[src/rtl/char_renderer.sv]
// Scanline character renderer: fetches cell, font row and palette colours,
// then streams 8*NUM_COLS RGB pixels into the pixel buffer, one per clock.
module char_renderer #(
  parameter int unsigned NUM_COLS = 100
) (
  input  logic        clk,
  input  logic        nrst,
  input  logic        start,
  input  logic [3:0]  pixel_row,
  output logic        busy,
  output logic        done,
  output logic        chrowbuf_rd,
  output logic [7:0]  chrowbuf_rd_addr,
  input  logic [15:0] chrowbuf_rd_data,
  output logic        fontmem_rd,
  output logic [11:0] fontmem_rd_addr,
  input  logic [7:0]  fontmem_rd_data,
  output logic        palette_rd,
  output logic [7:0]  palette_rd_addr,
  input  logic [15:0] palette_rd_data,
  output logic        pixbuf_wr,
  output logic [9:0]  pixbuf_wr_addr,
  output logic [15:0] pixbuf_wr_data
);

  localparam int unsigned NUM_PIX  = 8 * NUM_COLS;
  localparam logic [9:0]  LAST_PIX = 10'(NUM_PIX - 1);
  localparam logic [7:0]  COLS     = 8'(NUM_COLS);
  localparam logic [2:0]  PRIME_END = 3'd5;

  typedef enum logic [1:0] {IDLE, PRIME, RENDER} state_t;

  state_t      state, state_d;
  logic [2:0]  step, step_d;
  logic [3:0]  row, row_d;
  logic [3:0]  fg_idx, fg_idx_d;
  logic [7:0]  pat_next, pat_next_d;
  logic [11:0] bg_next, bg_next_d;
  logic [11:0] fg_next, fg_next_d;
  logic [7:0]  pat_cur, pat_cur_d;
  logic [11:0] bg_cur, bg_cur_d;
  logic [11:0] fg_cur, fg_cur_d;

  logic        busy_d, done_d;
  logic        chrowbuf_rd_d, fontmem_rd_d, palette_rd_d, pixbuf_wr_d;
  logic [7:0]  chrowbuf_rd_addr_d;
  logic [11:0] fontmem_rd_addr_d;
  logic [7:0]  palette_rd_addr_d;
  logic [9:0]  pixbuf_wr_addr_d;
  logic [15:0] pixbuf_wr_data_d;

  logic [2:0]  phase_c;
  logic [7:0]  cell_c;
  logic        fetch_on_c;
  logic        unused_pal_hi;

  // Palette colour carries RGB in [11:0] only; upper nibble is don't-care.
  assign unused_pal_hi = ^palette_rd_data[15:12];

  // Fetch phase: PRIME step counter, or pixel slot within the current cell.
  assign phase_c    = (state == PRIME) ? step : pixbuf_wr_addr[2:0];
  assign cell_c     = {1'b0, pixbuf_wr_addr[9:3]};
  assign fetch_on_c = (state == PRIME) || ((cell_c + 8'd1) < COLS);

  // Next-state, datapath and registered-output inputs.
  always_comb begin
    state_d            = state;
    step_d             = step;
    row_d              = row;
    fg_idx_d           = fg_idx;
    pat_next_d         = pat_next;
    bg_next_d          = bg_next;
    fg_next_d          = fg_next;
    pat_cur_d          = pat_cur;
    bg_cur_d           = bg_cur;
    fg_cur_d           = fg_cur;
    busy_d             = busy;
    done_d             = 1'b0;
    chrowbuf_rd_d      = 1'b1;
    fontmem_rd_d       = 1'b1;
    palette_rd_d       = 1'b1;
    pixbuf_wr_d        = 1'b1;
    chrowbuf_rd_addr_d = chrowbuf_rd_addr;
    fontmem_rd_addr_d  = fontmem_rd_addr;
    palette_rd_addr_d  = palette_rd_addr;
    pixbuf_wr_addr_d   = pixbuf_wr_addr;
    pixbuf_wr_data_d   = pixbuf_wr_data;

    // Cell fetch pipeline, overlapped with pixel output of the previous cell.
    if (state != IDLE && fetch_on_c) begin
      case (phase_c)
        3'd1: begin
          fontmem_rd_d      = 1'b0;
          fontmem_rd_addr_d = {chrowbuf_rd_data[7:0], row};
          palette_rd_d      = 1'b0;
          palette_rd_addr_d = {4'h0, chrowbuf_rd_data[15:12]};
          fg_idx_d          = chrowbuf_rd_data[11:8];
        end
        3'd2: begin
          palette_rd_d      = 1'b0;
          palette_rd_addr_d = {4'h0, fg_idx};
        end
        3'd3: begin
          pat_next_d = fontmem_rd_data;
          bg_next_d  = palette_rd_data[11:0];
        end
        3'd4: fg_next_d = palette_rd_data[11:0];
        default: ;
      endcase
    end

    case (state)
      IDLE: begin
        if (start) begin
          state_d            = PRIME;
          step_d             = 3'd0;
          row_d              = pixel_row;
          busy_d             = 1'b1;
          chrowbuf_rd_d      = 1'b0;
          chrowbuf_rd_addr_d = 8'd0;
        end
      end
      PRIME: begin
        step_d = step + 3'd1;
        if (step == PRIME_END) begin
          state_d          = RENDER;
          bg_cur_d         = bg_next;
          fg_cur_d         = fg_next;
          pat_cur_d        = {pat_next[6:0], 1'b0};
          pixbuf_wr_d      = 1'b0;
          pixbuf_wr_addr_d = 10'd0;
          pixbuf_wr_data_d = {4'h0, pat_next[7] ? fg_next : bg_next};
          if (COLS > 8'd1) begin
            chrowbuf_rd_d      = 1'b0;
            chrowbuf_rd_addr_d = 8'd1;
          end
        end
      end
      RENDER: begin
        if (pixbuf_wr_addr == LAST_PIX) begin
          state_d = IDLE;
          busy_d  = 1'b0;
          done_d  = 1'b1;
        end else begin
          pixbuf_wr_d      = 1'b0;
          pixbuf_wr_addr_d = pixbuf_wr_addr + 10'd1;
          if (pixbuf_wr_addr[2:0] == 3'd7) begin
            bg_cur_d         = bg_next;
            fg_cur_d         = fg_next;
            pat_cur_d        = {pat_next[6:0], 1'b0};
            pixbuf_wr_data_d = {4'h0, pat_next[7] ? fg_next : bg_next};
            if ((cell_c + 8'd2) < COLS) begin
              chrowbuf_rd_d      = 1'b0;
              chrowbuf_rd_addr_d = cell_c + 8'd2;
            end
          end else begin
            pat_cur_d        = {pat_cur[6:0], 1'b0};
            pixbuf_wr_data_d = {4'h0, pat_cur[7] ? fg_cur : bg_cur};
          end
        end
      end
      default: state_d = IDLE;
    endcase
  end

  // State, datapath and output registers with synchronous active-low reset.
  always_ff @(posedge clk) begin
    if (!nrst) begin
      state            <= IDLE;
      step             <= 3'd0;
      row              <= 4'd0;
      fg_idx           <= 4'd0;
      pat_next         <= 8'd0;
      bg_next          <= 12'd0;
      fg_next          <= 12'd0;
      pat_cur          <= 8'd0;
      bg_cur           <= 12'd0;
      fg_cur           <= 12'd0;
      busy             <= 1'b0;
      done             <= 1'b0;
      chrowbuf_rd      <= 1'b1;
      fontmem_rd       <= 1'b1;
      palette_rd       <= 1'b1;
      pixbuf_wr        <= 1'b1;
      chrowbuf_rd_addr <= 8'd0;
      fontmem_rd_addr  <= 12'd0;
      palette_rd_addr  <= 8'd0;
      pixbuf_wr_addr   <= 10'd0;
      pixbuf_wr_data   <= 16'd0;
    end else begin
      state            <= state_d;
      step             <= step_d;
      row              <= row_d;
      fg_idx           <= fg_idx_d;
      pat_next         <= pat_next_d;
      bg_next          <= bg_next_d;
      fg_next          <= fg_next_d;
      pat_cur          <= pat_cur_d;
      bg_cur           <= bg_cur_d;
      fg_cur           <= fg_cur_d;
      busy             <= busy_d;
      done             <= done_d;
      chrowbuf_rd      <= chrowbuf_rd_d;
      fontmem_rd       <= fontmem_rd_d;
      palette_rd       <= palette_rd_d;
      pixbuf_wr        <= pixbuf_wr_d;
      chrowbuf_rd_addr <= chrowbuf_rd_addr_d;
      fontmem_rd_addr  <= fontmem_rd_addr_d;
      palette_rd_addr  <= palette_rd_addr_d;
      pixbuf_wr_addr   <= pixbuf_wr_addr_d;
      pixbuf_wr_data   <= pixbuf_wr_data_d;
    end
  end

endmodule

[config.mk]
export PLATFORM = sky130hd
export DESIGN_NAME = char_renderer
export DESIGN_NICKNAME = d
export VERILOG_FILES = /design/src/rtl/char_renderer.sv
export SDC_FILE = /design/constraint.sdc
export NUM_CORES = 1
export LEC_CHECK = 0
export BUFFER_PORTS_ARGS = -buffer_cell sky130_fd_sc_hd__buf_2
export CORE_ASPECT_RATIO = 0.6
export CORE_UTILIZATION = 31
export DETAILED_ROUTE_END_ITERATION = 7
export GPL_TIMING_DRIVEN = 0
export PLACE_DENSITY = 0.49
export RECOVER_POWER = 50
export SYNTH_ARGS = -nofsm -noshare
export SYNTH_HDL_FRONTEND = slang
export SYNTH_SLANG_ARGS = --single-unit
[constraint.sdc]
create_clock -name clk -period 3.4 [get_ports clk]
set_input_delay 0.34 -clock clk [delete_from_list [all_inputs] [get_ports clk]]
set_output_delay 0.34 -clock clk [all_outputs]
set_load 0.01 [all_outputs]
==> out/metrics.cfg <==
[routing]
drt_iter0_markers = 258
drc_errors = 10
drt_wl_total_um = 17100
dr.pass1.iters = 7
wl_per_cell_um = 16.7
detail-route-antenna-nets = 0
vias_per_cell = 4.90
vias = 4996

[min_path]
holdPathStages = 3
whs_endpoint = pat_next[3]
hold_start = fontmem_rd_data[3]
hp-class = input pin to flop

[clocking]
clk_latency_ns = 0.42
clkSlewWorstSetupHoldPaths_ns = 0.06
cts-root-buf = clkbuf_16
cts_hold_buf = 0
clock_path_buffers = 2
post_cts_buffers = 0
cts_tree = yes
cts_resized = 0
htree_levels = 4
cts_buffers = 17
cts_sinks = 128

[synthesis]
syn_inst = 648
synth_flop_cell = dfxtp_1
synth_edf_count = 0
netlist_area_um2 = 5850
avgSynthCellArea_um2 = 9.02
synth.area.top_cells = dfxtp_1, mux2i_1, nand2_1
yosys.cell_count.top_type = dfxtp_1
synthTopCellsByCount = dfxtp_1, nand2_1, mux2i_1, nor2_1, a211oi_1
yosysSeqAreaShare = 0.438
ys.warnings.count = 0
synth_top_area_cell = dfxtp_1
yosys.area.top_type_share = 0.438
ys_ff_latch = 128
yosysUniqueCellTypes = 51
async_reset_ff_frac = 0

[global_routing]
overflow = 0
grt_usage = 0.185
grt_max_degree = 17
grt_pass1_vias = 4905
grt_first_pass_wirelength_um = 26900
antenna_found_initial = 0

[floorplan]
core_area_um2 = 18300
dieWidth_um = 179
num_rows = 38
io_pins = 107
fp.dieH_um = 108
die-area_um2 = 19400
start_util = 0.320

[setup_path]
worstSetupEndpointType = flop
required_ns = 3.70
r2r_slack_ns = 0.40
timing.rr.end = fg_next[10]
r2r_cells = 9
path_max_fanout = 10
path_class = flop to flop
critPathLaunchType = flop
rr_startpoint = pixbuf_wr_addr[4]
arrival_ns = 3.29

[cells_and_area]
area_delta_synth_final_pct = 22.3
antenna_cells = 0
nFillCells = 1894
nets = 824
layout-drive-gt1-share = 0.132
final_cells = 1020

[sta]
period_share = 0.881
rsz0062_at_grt = no
hold_viol = 0
max_freq_mhz = 334
slew-limit-headroom = 0.360
period_needed_ns = 3.00
finalSetupViolations = 0
fin_skew_ns = 0.0111
finalMaxSlewViolations = 0
worstMarginPinSlew_ns = 0.952
finalSetupTns_ns = 0

[power]
ir_drop_v = 0.000433
p_per_area_nw_per_um2 = 730
p_leak_nw = 2.68

[placement]
gp_congestion = 0.835
dp_cells = 988
dp.final_hpwl_um = 12600
port_buffers = 93

[outcome]
violations = DRC
status = complete, but fails checks

[job]
max_cap_viol_count = 0

[worst max path at each step]
| stage | start | to |
|---|---|---|
| 2_1_floorplan | pixbuf_wr_addr[4] | fg_idx[0] |
| 3_3_place_gp | pixbuf_wr_addr[5] | pixbuf_wr_data[9] |
| 3_5_place_dp | pixbuf_wr_addr[5] | pixbuf_wr_data[9] |
| 4_1_cts | pixbuf_wr_addr[5] | pixbuf_wr_data[9] |
| 5_1_grt | pixbuf_wr_addr[4] | fg_next[10] |
| 6_report | pixbuf_wr_addr[4] | fg_next[10] |
[cells by family (layout without fill, tap and decap cells)]
| family | Yosys count | after routing | synth area share |
|---|---|---|---|
| AOI/OAI and AO/OA | 87 | 87 | 0.104 |
| xor gates and xnor gates | 13 | 13 | 0.0195 |
| adders and majority gates | 10 | 10 | 0.0214 |
| buffers and inverters | 60 | 185 | 0.0529 |
| DFF | 128 | 128 | 0.438 |
| muxes | 103 | 103 | 0.177 |
| other | 1 | 8 | 0.000641 |
| and+or+nand+nor | 246 | 246 | 0.187 |
[state kept, by name, indices dropped and copies added, names as in the netlist, 2 cells and up]
signal,cells
bg_cur,12
bg_next,12
chrowbuf_rd_addr,8
fg_cur,12
fg_idx,4
fg_next,12
fontmem_rd_addr,12
palette_rd_addr,4
pat_cur,7
pat_next,8
pixbuf_wr_addr,10
pixbuf_wr_data,12
row,4
state,2
step,3
[placed cells by master (no fill, tap or decap), types with 2 or more instances in the layout]
master      instances
a22oi_1             5
nand4_1             7
and2_1              2
o21ai_0             6
clkbuf_16          17
inv_6               3
a211oi_1           30
a31oi_1             3
nor3b_1             3
a21oi_1            28
nor3_1              7
nand2b_1            6
xnor2_1             3
a31o_2              4
bufinv_16           2
nand2_1           116
inv_1               6
and3_1              7
conb_1              8
buf_4              13
nor2b_1            14
clkinvlp_4          4
buf_2              46
ha_1               10
nor2_1             66
clkbuf_1           84
clkinv_4            4
mux2i_1           102
xor2_1             10
nand3_1            11
dfxtp_1           128
[layer usage]
metal | track usage | wire length (um) | vias to the layer above
met3 | 0.0394 | 817 | 8
met1 | 0.276 | 9180 | 2411
met2 | 0.261 | 6930 | 113
li1 | - | - | 2464
met4 | 0.0522 | 137 | 0
met5 | 0 | 0 | -
[stage by stage]
step           utilization  power [W]  setup slack [ns]  area [um2]  hold slack [ns]
2_1_floorplan            -    0.00290              1.22        5870            0.431
3_3_place_gp         0.364    0.00340             0.602        6640            0.420
3_5_place_dp         0.364    0.00343             0.526        6640            0.443
4_1_cts              0.396    0.00527             0.489        7230            0.154
5_1_grt              0.392    0.00550             0.232        7150            0.166
6_report             0.392    0.00522             0.404        7150            0.166
[critical path, cell delays in order (launching register included)]
cell,delay [ns]
dfxtp_1,0.39
ha_1,0.16
clkbuf_1,0.36
and4_1,0.35
o221a_1,0.26
a31oi_4,0.06
o21ai_0,0.69
nor3_2,0.18
buf_4,0.26
mux2i_1,0.14
[power breakdown]
part	leakage (nW)	switching, W	internal, W	total (W)
clock network	0.280	0.000727	0.00111	0.00183
logic	1.37	0.00108	0.000550	0.00163
registers	1.03	0.000119	0.00164	0.00176
total	2.68	0.00193	0.00329	0.00522
[cell type report]
| class | instances | area, um2 | share of cell area |
|---|---|---|---|
| clock buffers | 18 | 439 | 0.0614 |
| well taps | 240 | 300 | 0.0420 |
| multi-input cells | 467 | 2990 | 0.418 |
| flip-flops and latches | 128 | 2560 | 0.358 |
| plain buffers | 53 | 273 | 0.0382 |
| clock inverters | 14 | 156 | 0.0219 |
| inverters | 7 | 26.3 | 0.00368 |
| repair buffers | 93 | 400 | 0.0560 |
Note: power is estimated with default switching activity, not from simulation.
